$ cat src/rtl/nibble_serial_adder_if.sv
// nibble_serial_adder_if: operand/result handshake bundle for nibble_serial_adder
interface nibble_serial_adder_if #(
    parameter int WIDTH = 16
);
    logic             in_valid, in_ready, cin, out_valid, out_ready, cout, busy;
    logic [WIDTH-1:0] a, b, sum;
    modport master(output in_valid, a, b, cin, out_ready, input in_ready, out_valid, sum, cout, busy);
    modport slave(input in_valid, a, b, cin, out_ready, output in_ready, out_valid, sum, cout, busy);
endinterface

$ cat src/rtl/nibble_serial_adder.sv
// nibble_serial_adder: WIDTH-bit adder pushing one nibble per cycle through a 4-bit lookahead stage
module nibble_serial_adder #(
    parameter int WIDTH = 16
) (
    input logic                  clk,
    input logic                  rst,
    nibble_serial_adder_if.slave bus
);
    localparam int N  = WIDTH / 4;
    localparam int IW = N > 1 ? $clog2(N) : 1;
    typedef enum logic [1:0] {IDLE, RUN, DONE} state_t;
    state_t           state, state_n;
    logic [IW-1:0]    idx;
    logic             carry, cout_q, last;
    logic [WIDTH-1:0] ra, rb, acc, acc_n, sum_q;
    logic [3:0]       g, p;
    logic [4:0]       c;

    assign bus.in_ready  = state == IDLE;
    assign bus.busy      = state == RUN;
    assign bus.out_valid = state == DONE;
    assign bus.sum       = sum_q;
    assign bus.cout      = cout_q;
    assign last          = idx == IW'(N - 1);

    always_ff @(posedge clk or posedge rst)
        if (rst) state <= IDLE;
        else     state <= state_n;

    always_comb begin
        state_n = state == IDLE ? (bus.in_valid  ? RUN  : IDLE) :
                  state == RUN  ? (last          ? DONE : RUN)  :
                  state == DONE ? (bus.out_ready ? IDLE : DONE) : IDLE;
    end

    // operand registers shift right so the active nibble is always in bits [3:0]
    assign g = ra[3:0] & rb[3:0];
    assign p = ra[3:0] ^ rb[3:0];
    assign c[0] = carry;
    assign c[1] = g[0] | (p[0] & c[0]);
    assign c[2] = g[1] | (p[1] & g[0]) | (p[1] & p[0] & c[0]);
    assign c[3] = g[2] | (p[2] & g[1]) | (p[2] & p[1] & g[0]) | (p[2] & p[1] & p[0] & c[0]);
    assign c[4] = g[3] | (p[3] & g[2]) | (p[3] & p[2] & g[1]) | (p[3] & p[2] & p[1] & g[0]) | (&p & c[0]);

    always_comb begin
        acc_n = acc;
        acc_n[4*idx +: 4] = p ^ c[3:0];
    end

    always_ff @(posedge clk or posedge rst)
        if (rst) begin
            idx    <= '0;
            carry  <= 1'b0;
            ra     <= '0;
            rb     <= '0;
            acc    <= '0;
            sum_q  <= '0;
            cout_q <= 1'b0;
        end else if (state == IDLE && bus.in_valid) begin
            ra    <= bus.a;
            rb    <= bus.b;
            carry <= bus.cin;
            idx   <= '0;
            acc   <= '0;
        end else if (state == RUN) begin
            ra    <= ra >> 4;
            rb    <= rb >> 4;
            acc   <= acc_n;
            carry <= c[4];
            idx   <= last ? '0 : idx + 1'b1;
            if (last) begin
                sum_q  <= acc_n;
                cout_q <= c[4];
            end
        end
endmodule
$ cat src/flat_wrapper.sv
// flat-port wrapper written by rule: the top's interface ports become plain ports
module nibble_serial_adder_flat 
#(
    parameter int WIDTH = 16
)
  (clk, rst, bus_in_valid, bus_a, bus_b, bus_cin, bus_out_ready, bus_in_ready, bus_out_valid, bus_sum, bus_cout, bus_busy);
  nibble_serial_adder_if #(.WIDTH(WIDTH)) bus_i ();
  input logic clk;
  input logic rst;
  input wire logic [$bits(bus_i.in_valid)-1:0] bus_in_valid;
  input wire logic [$bits(bus_i.a)-1:0] bus_a;
  input wire logic [$bits(bus_i.b)-1:0] bus_b;
  input wire logic [$bits(bus_i.cin)-1:0] bus_cin;
  input wire logic [$bits(bus_i.out_ready)-1:0] bus_out_ready;
  output wire logic [$bits(bus_i.in_ready)-1:0] bus_in_ready;
  output wire logic [$bits(bus_i.out_valid)-1:0] bus_out_valid;
  output wire logic [$bits(bus_i.sum)-1:0] bus_sum;
  output wire logic [$bits(bus_i.cout)-1:0] bus_cout;
  output wire logic [$bits(bus_i.busy)-1:0] bus_busy;
  assign bus_i.in_valid = bus_in_valid;
  assign bus_i.a = bus_a;
  assign bus_i.b = bus_b;
  assign bus_i.cin = bus_cin;
  assign bus_i.out_ready = bus_out_ready;
  assign bus_in_ready = bus_i.in_ready;
  assign bus_out_valid = bus_i.out_valid;
  assign bus_sum = bus_i.sum;
  assign bus_cout = bus_i.cout;
  assign bus_busy = bus_i.busy;
  nibble_serial_adder #(.WIDTH(WIDTH)) u_core (.clk(clk), .rst(rst), .bus(bus_i));
endmodule
$ cat config.mk
export PLATFORM = sky130hd
export DESIGN_NAME = nibble_serial_adder_flat
export DESIGN_NICKNAME = d
export VERILOG_FILES = /design/src/rtl/nibble_serial_adder_if.sv /design/src/rtl/nibble_serial_adder.sv /design/src/flat_wrapper.sv
export SDC_FILE = /design/constraint.sdc
export NUM_CORES = 1
export LEC_CHECK = 0
export ABC_AREA = 0
export BUFFER_PORTS_ARGS = -buffer_cell sky130_fd_sc_hd__buf_2
export CORE_MARGIN = 3
export CORE_UTILIZATION = 35
export DETAILED_ROUTE_END_ITERATION = 12
export HOLD_SLACK_MARGIN = 0.08
export MAX_ROUTING_LAYER = met4
export PLACE_DENSITY_LB_ADDON = 0.1
export RECOVER_POWER = 25
export REMOVE_ABC_BUFFERS = 1
export SLEW_MARGIN = 10
export SYNTH_ARGS = -nofsm -noshare
export SYNTH_HDL_FRONTEND = slang
export SYNTH_SLANG_ARGS = --single-unit
export TNS_END_PERCENT = 5
$ cat constraint.sdc
create_clock -name clk -period 2.54 [get_ports clk]
set_input_delay 0.508 -clock clk [delete_from_list [all_inputs] [get_ports clk]]
set_output_delay 0.508 -clock clk [all_outputs]
set_load 0.1 [all_outputs]
After elaboration in Yosys (flattened, before gate mapping) --
Cells that the tools add are included.
Word-level totals: word-level logic and storage cells 67, memories kept 0, bits in latches 0, bits in writable memories 0, ROM bits 0, register bits after elaboration 70
Operators by class: reductions and logical operators 5, shift-type cells 2, bitwise logic cells 29, $mul 0, equal/unequal tests 3, divide/modulo/power cells 0, $lt $le $gt $ge 0, add/sub/neg operators 2, mux-type cells 18
Operators with widths (number):
- two-way mux 16 bit | 6
- negation 4 -> 34 bit | 1
- variable shift 4 x 34 -> 16 bit (first input constant) | 1
- variable part select 4 x 34 -> 16 bit | 1
- bitwise mux 16 bit | 1
- two-way mux 2 bit | 8
- bitwise AND 1 bit | 15
- OR 1 bit | 10
- bitwise XOR 4 bit | 2
- bitwise AND 4 bit | 1
- equality test 2 bit (second input constant) | 2
- AND reduction 4 bit | 1
- two-way mux 1 bit | 3
- AND reduction 3 bit | 1
- adder 2 x 1 -> 2 bit (second input constant) | 1
- equality test 2 x 1 -> 1 bit (second input constant) | 1
- logical NOT 2 bit | 1
- nonzero test 2 bit | 1
- logical AND 1 bit | 1
- inverter 1 bit | 1

Depth between registers and ports, before layout --
depth after elaboration 10, gate-level depth with buffers 8, gate-level depth less buffers 6

Least setup slack after synthesis --
OpenSTA, ideal clock, no wires.
path kind flip-flop to output port, from register u_core.state[0], to output bus_in_ready, data required time 2.032 ns, stages on the path, launching flop included 3, slack 0.264 ns, buffers on the path 1, arrival 1.768 ns, cell sequence dfrtp_1 > buf_6 > nor2_1
On the way: word-level cells in the longest chain between the ends 1
RTL lines:
- start, declared | line nibble_serial_adder.sv:12 | state_t state, state_n;
- start signal, assigned | line nibble_serial_adder.sv:28 | else state <= state_n;
- logical NOT 2 bit | line nibble_serial_adder.sv:19 | assign bus.in_ready = state == IDLE;
- end, declared | line flat_wrapper.sv:15 | output wire logic [$bits(bus_i.in_ready)-1:0] bus_in_ready;
No other way between the ends.

Worst setup path in the final report --
from register u_core.state[1], to output bus_out_valid
On the way: word-level cells in the longest chain between the ends 1
RTL lines:
- equality test 2 bit | line nibble_serial_adder.sv:21 | assign bus.out_valid = state == DONE;
- end, declared | line flat_wrapper.sv:16 | output wire logic [$bits(bus_i.out_valid)-1:0] bus_out_valid;
No other way between the ends.

==> flow_summary_export.csv <==
group,metric,value,unit
floorplan,placementRows,35,
global_routing,track_usage,16.1,%
floorplan,ios,57,
clock_tree,cts_resized,0,
setup_path,cp_max_fo,10,
drt,viasPerCell,5.12,
clock_tree,postCtsHoldBufs,0,
worst_hold_path,hold_class,"in -> async",
sta,rsz0062_at_grt,"false",
place,port_buffers,56,
drt,wl_per_cell,15.6,um
synthesis,synth_area_leader_cell,"dfrtp_1",
sta,hold_violations,0,
sta,clock_skew,11.1,ps
clock_tree,post_cts_buffers,0,
setup_path,crit_type,"reg -> out",
synthesis,ys.flop_type,"dfrtp_1",
drt,via_count,2697,
finish,layout-drive-gt1-share,20.6,%
finish,final_nets,443,
clock_tree,numCtsBuffers,9,
synthesis,synthArstFlopShare,100,%
sta,relSlewSlack,4.21,%
global_routing,grt_pass1_wl,13600,um
setup_path,worstPathRequired,2030,ps
drt,drtIter0Drc,126,
finish,syn_to_final_growth,15.9,%
sta,tightestPinTransition,1440,ps
drt,dr.pass1.iters,4,
drt,drc,0,
drt,wirelength,8230,um
sta,tns,0,ps
setup_path,max_stage_delay,550,ps
clock_tree,insertion_delay,340,ps
floorplan,core,9370,um^2
sta,post-route-period-util,83.7,%
floorplan,initial_utilization,36.4,%
synthesis,netlist_top_cells_count,"nand2_1 (77), dfrtp_1 (70), a22oi_1 (25), nor2_1 (25), o21ai_0 (17)",
sta,setup_violations,0,
synthesis,synthesis.instances,340,
synthesis,synth_top_area_share,51.3,%
global_routing,use_met2,23.7,%
clock_tree,clkSlewWorstSetupHoldPaths,70,ps
job,maxCapViolations,0,
global_routing,grt_max_degree,59,
finish,n_antenna_cell,0,
synthesis,synth-edff-count,0,
clock_tree,cts_tree,"done",
place,dp.cells,512,
setup_path,cp-start-kind,"flop",
synthesis,synth_seq_cells,70,
finish,final_cells,527,
synthesis,synth_cell_type_count,40,
floorplan,die_h,105,um
setup_path,cp-end-kind,"primary output",
place,place_hpwl,5630,um
setup_path,arrival,1620,ps
floorplan,die_x,105,um
outcome,status,"complete, no violations",
global_routing,grt_pass1_vias,2654,
synthesis,synth.area.top_cells,"dfrtp_1 (51%), nand2_1 (8.5%), a22oi_1 (5.5%)",
setup_path,crit_chain,"or2b_1 > inv_1 > buf_2",
synthesis,yosysMostFrequentCell,"nand2_1",
place,gp_congestion,0.869,
global_routing,grt.busiest_layer,"met2",
clock_tree,root_buffer,"clkbuf_8",
sta,report.final.slew_viol_count,0,
drt,ant_nets,0,
synthesis,yosysSeqAreaShare,51.3,%
clock_tree,cts_buffer_depth,2,
clock_tree,cts.sinks,70,
synthesis,ys_warn_count,0,
global_routing,grt_antenna_before_repair,0,
synthesis,syn_avg_cell_area,10.0,um^2
global_routing,grt-ovfl-total,0,
clock_tree,htree_num_levels,3,
global_routing,use_met1,21.2,%
floorplan,die_area,11000,um^2
synthesis,synth_area,3420,um^2
setup_path,crit_slowest_cell,"dfrtp_1",
sta,finalCriticalPeriod,2130,ps
global_routing,gr-usage-met3,4.45,%
sta,clock.fmax,0.470,GHz
[cell families after synthesis]
| logic type | Yosys count | share of synthesized area [%] |
|---|---|---|
| mux | 2 | 0.586 |
| simple gates | 137 | 19.4 |
| compound gates | 85 | 18.0 |
| buf+inv | 30 | 5.05 |
| flops | 70 | 51.3 |
| fa+ha+maj | 12 | 4.62 |
| xor+xnor | 4 | 1.03 |
[layout make-up]
class / count / area (um^2)
multi-input combinational: 240 / 1490
sequential: 70 / 1750
clock buffer: 14 / 163
clock inverter: 1 / 5.00
inverter: 9 / 33.8
timing repair buffer: 64 / 352
fill: 969 / 5410
tap: 129 / 161
[sequential cells by signal, summed over array words and instances, names as in the netlist]
register,cells
u_core.rb,16
u_core.idx,2
u_core.bus.cout,1
u_core.carry,1
u_core.ra,16
u_core.bus.sum,16
u_core.acc,16
u_core.state,2
[worst paths after layout]
kind | start | end | slack (ps) | cells past startpoint
max | u_core.state[1]$_DFF_PP0_ | bus_out_valid | 410 | 3
min | rst | u_core.ra[8]$_DFFE_PP0P_ | 180 | 2
max reg2reg | u_core.idx[0]$_DFFE_PP0P_ | u_core.acc[7]$_DFFE_PP0P_ | 450 | 5
min reg2reg | u_core.rb[5]$_DFFE_PP0P_ | u_core.rb[5]$_DFFE_PP0P_ | 480 | 2
max in group asynchronous | rst | u_core.rb[2]$_DFFE_PP0P_ | 600 | 3
min in group clk | bus_out_ready | u_core.state[1]$_DFF_PP0_ | 360 | 2
[stage by stage]
step                worst slack [ps]  hold WS (ps)  cell area [um^2]  utilization, %
CTS                              380           133              3970            42.4
detailed placement               517           464              3810            40.6
finish                           414           181              3960            42.2
global route                     170           238              3960            42.2
global placement                 526           458              3810            40.6
floorplan                        264           447              3280               -
[per-layer routing]
| metal | wire length [um] | share of wire [%] |
|---|---|---|
| met1 | 3830 | 47 |
| met2 | 3770 | 46 |
| met3 | 443 | 5.4 |
| met4 | 191 | 2.3 |
| met5 | 0 | 0 |
[cell usage in the layout (no fill, tap or decap), drive strengths merged, types with 2 or more instances in the layout]
cell type	synthesis	final
a22o	12	12
a311oi	2	2
nand3b	3	3
nand2b	6	6
nor3	2	2
a21o	5	5
ha	11	11
nor3b	5	5
a221oi	8	8
and4b	3	3
o31ai	6	6
a21oi	8	8
xor2	2	2
dfrtp	70	70
xnor2	2	2
nand2	77	77
nor2	26	26
nand4b	2	2
nand3	6	6
inv	9	9
buf	17	62
clkbuf	4	16
mux2i	2	2
nand4bb	2	2
o21ai	18	18
nor4b	2	2
a22oi	25	25
[critical path: cells and delay by family, from the launching register on]
| kind | cells | cell delay (ps) |
|---|---|---|
| simple gates | 1 | 270 |
| buf+inv | 2 | 460 |
| flops | 1 | 550 |
Power is not shown: default switching activity piles up to over one toggle a cycle in this logic, so the estimate is an artifact.
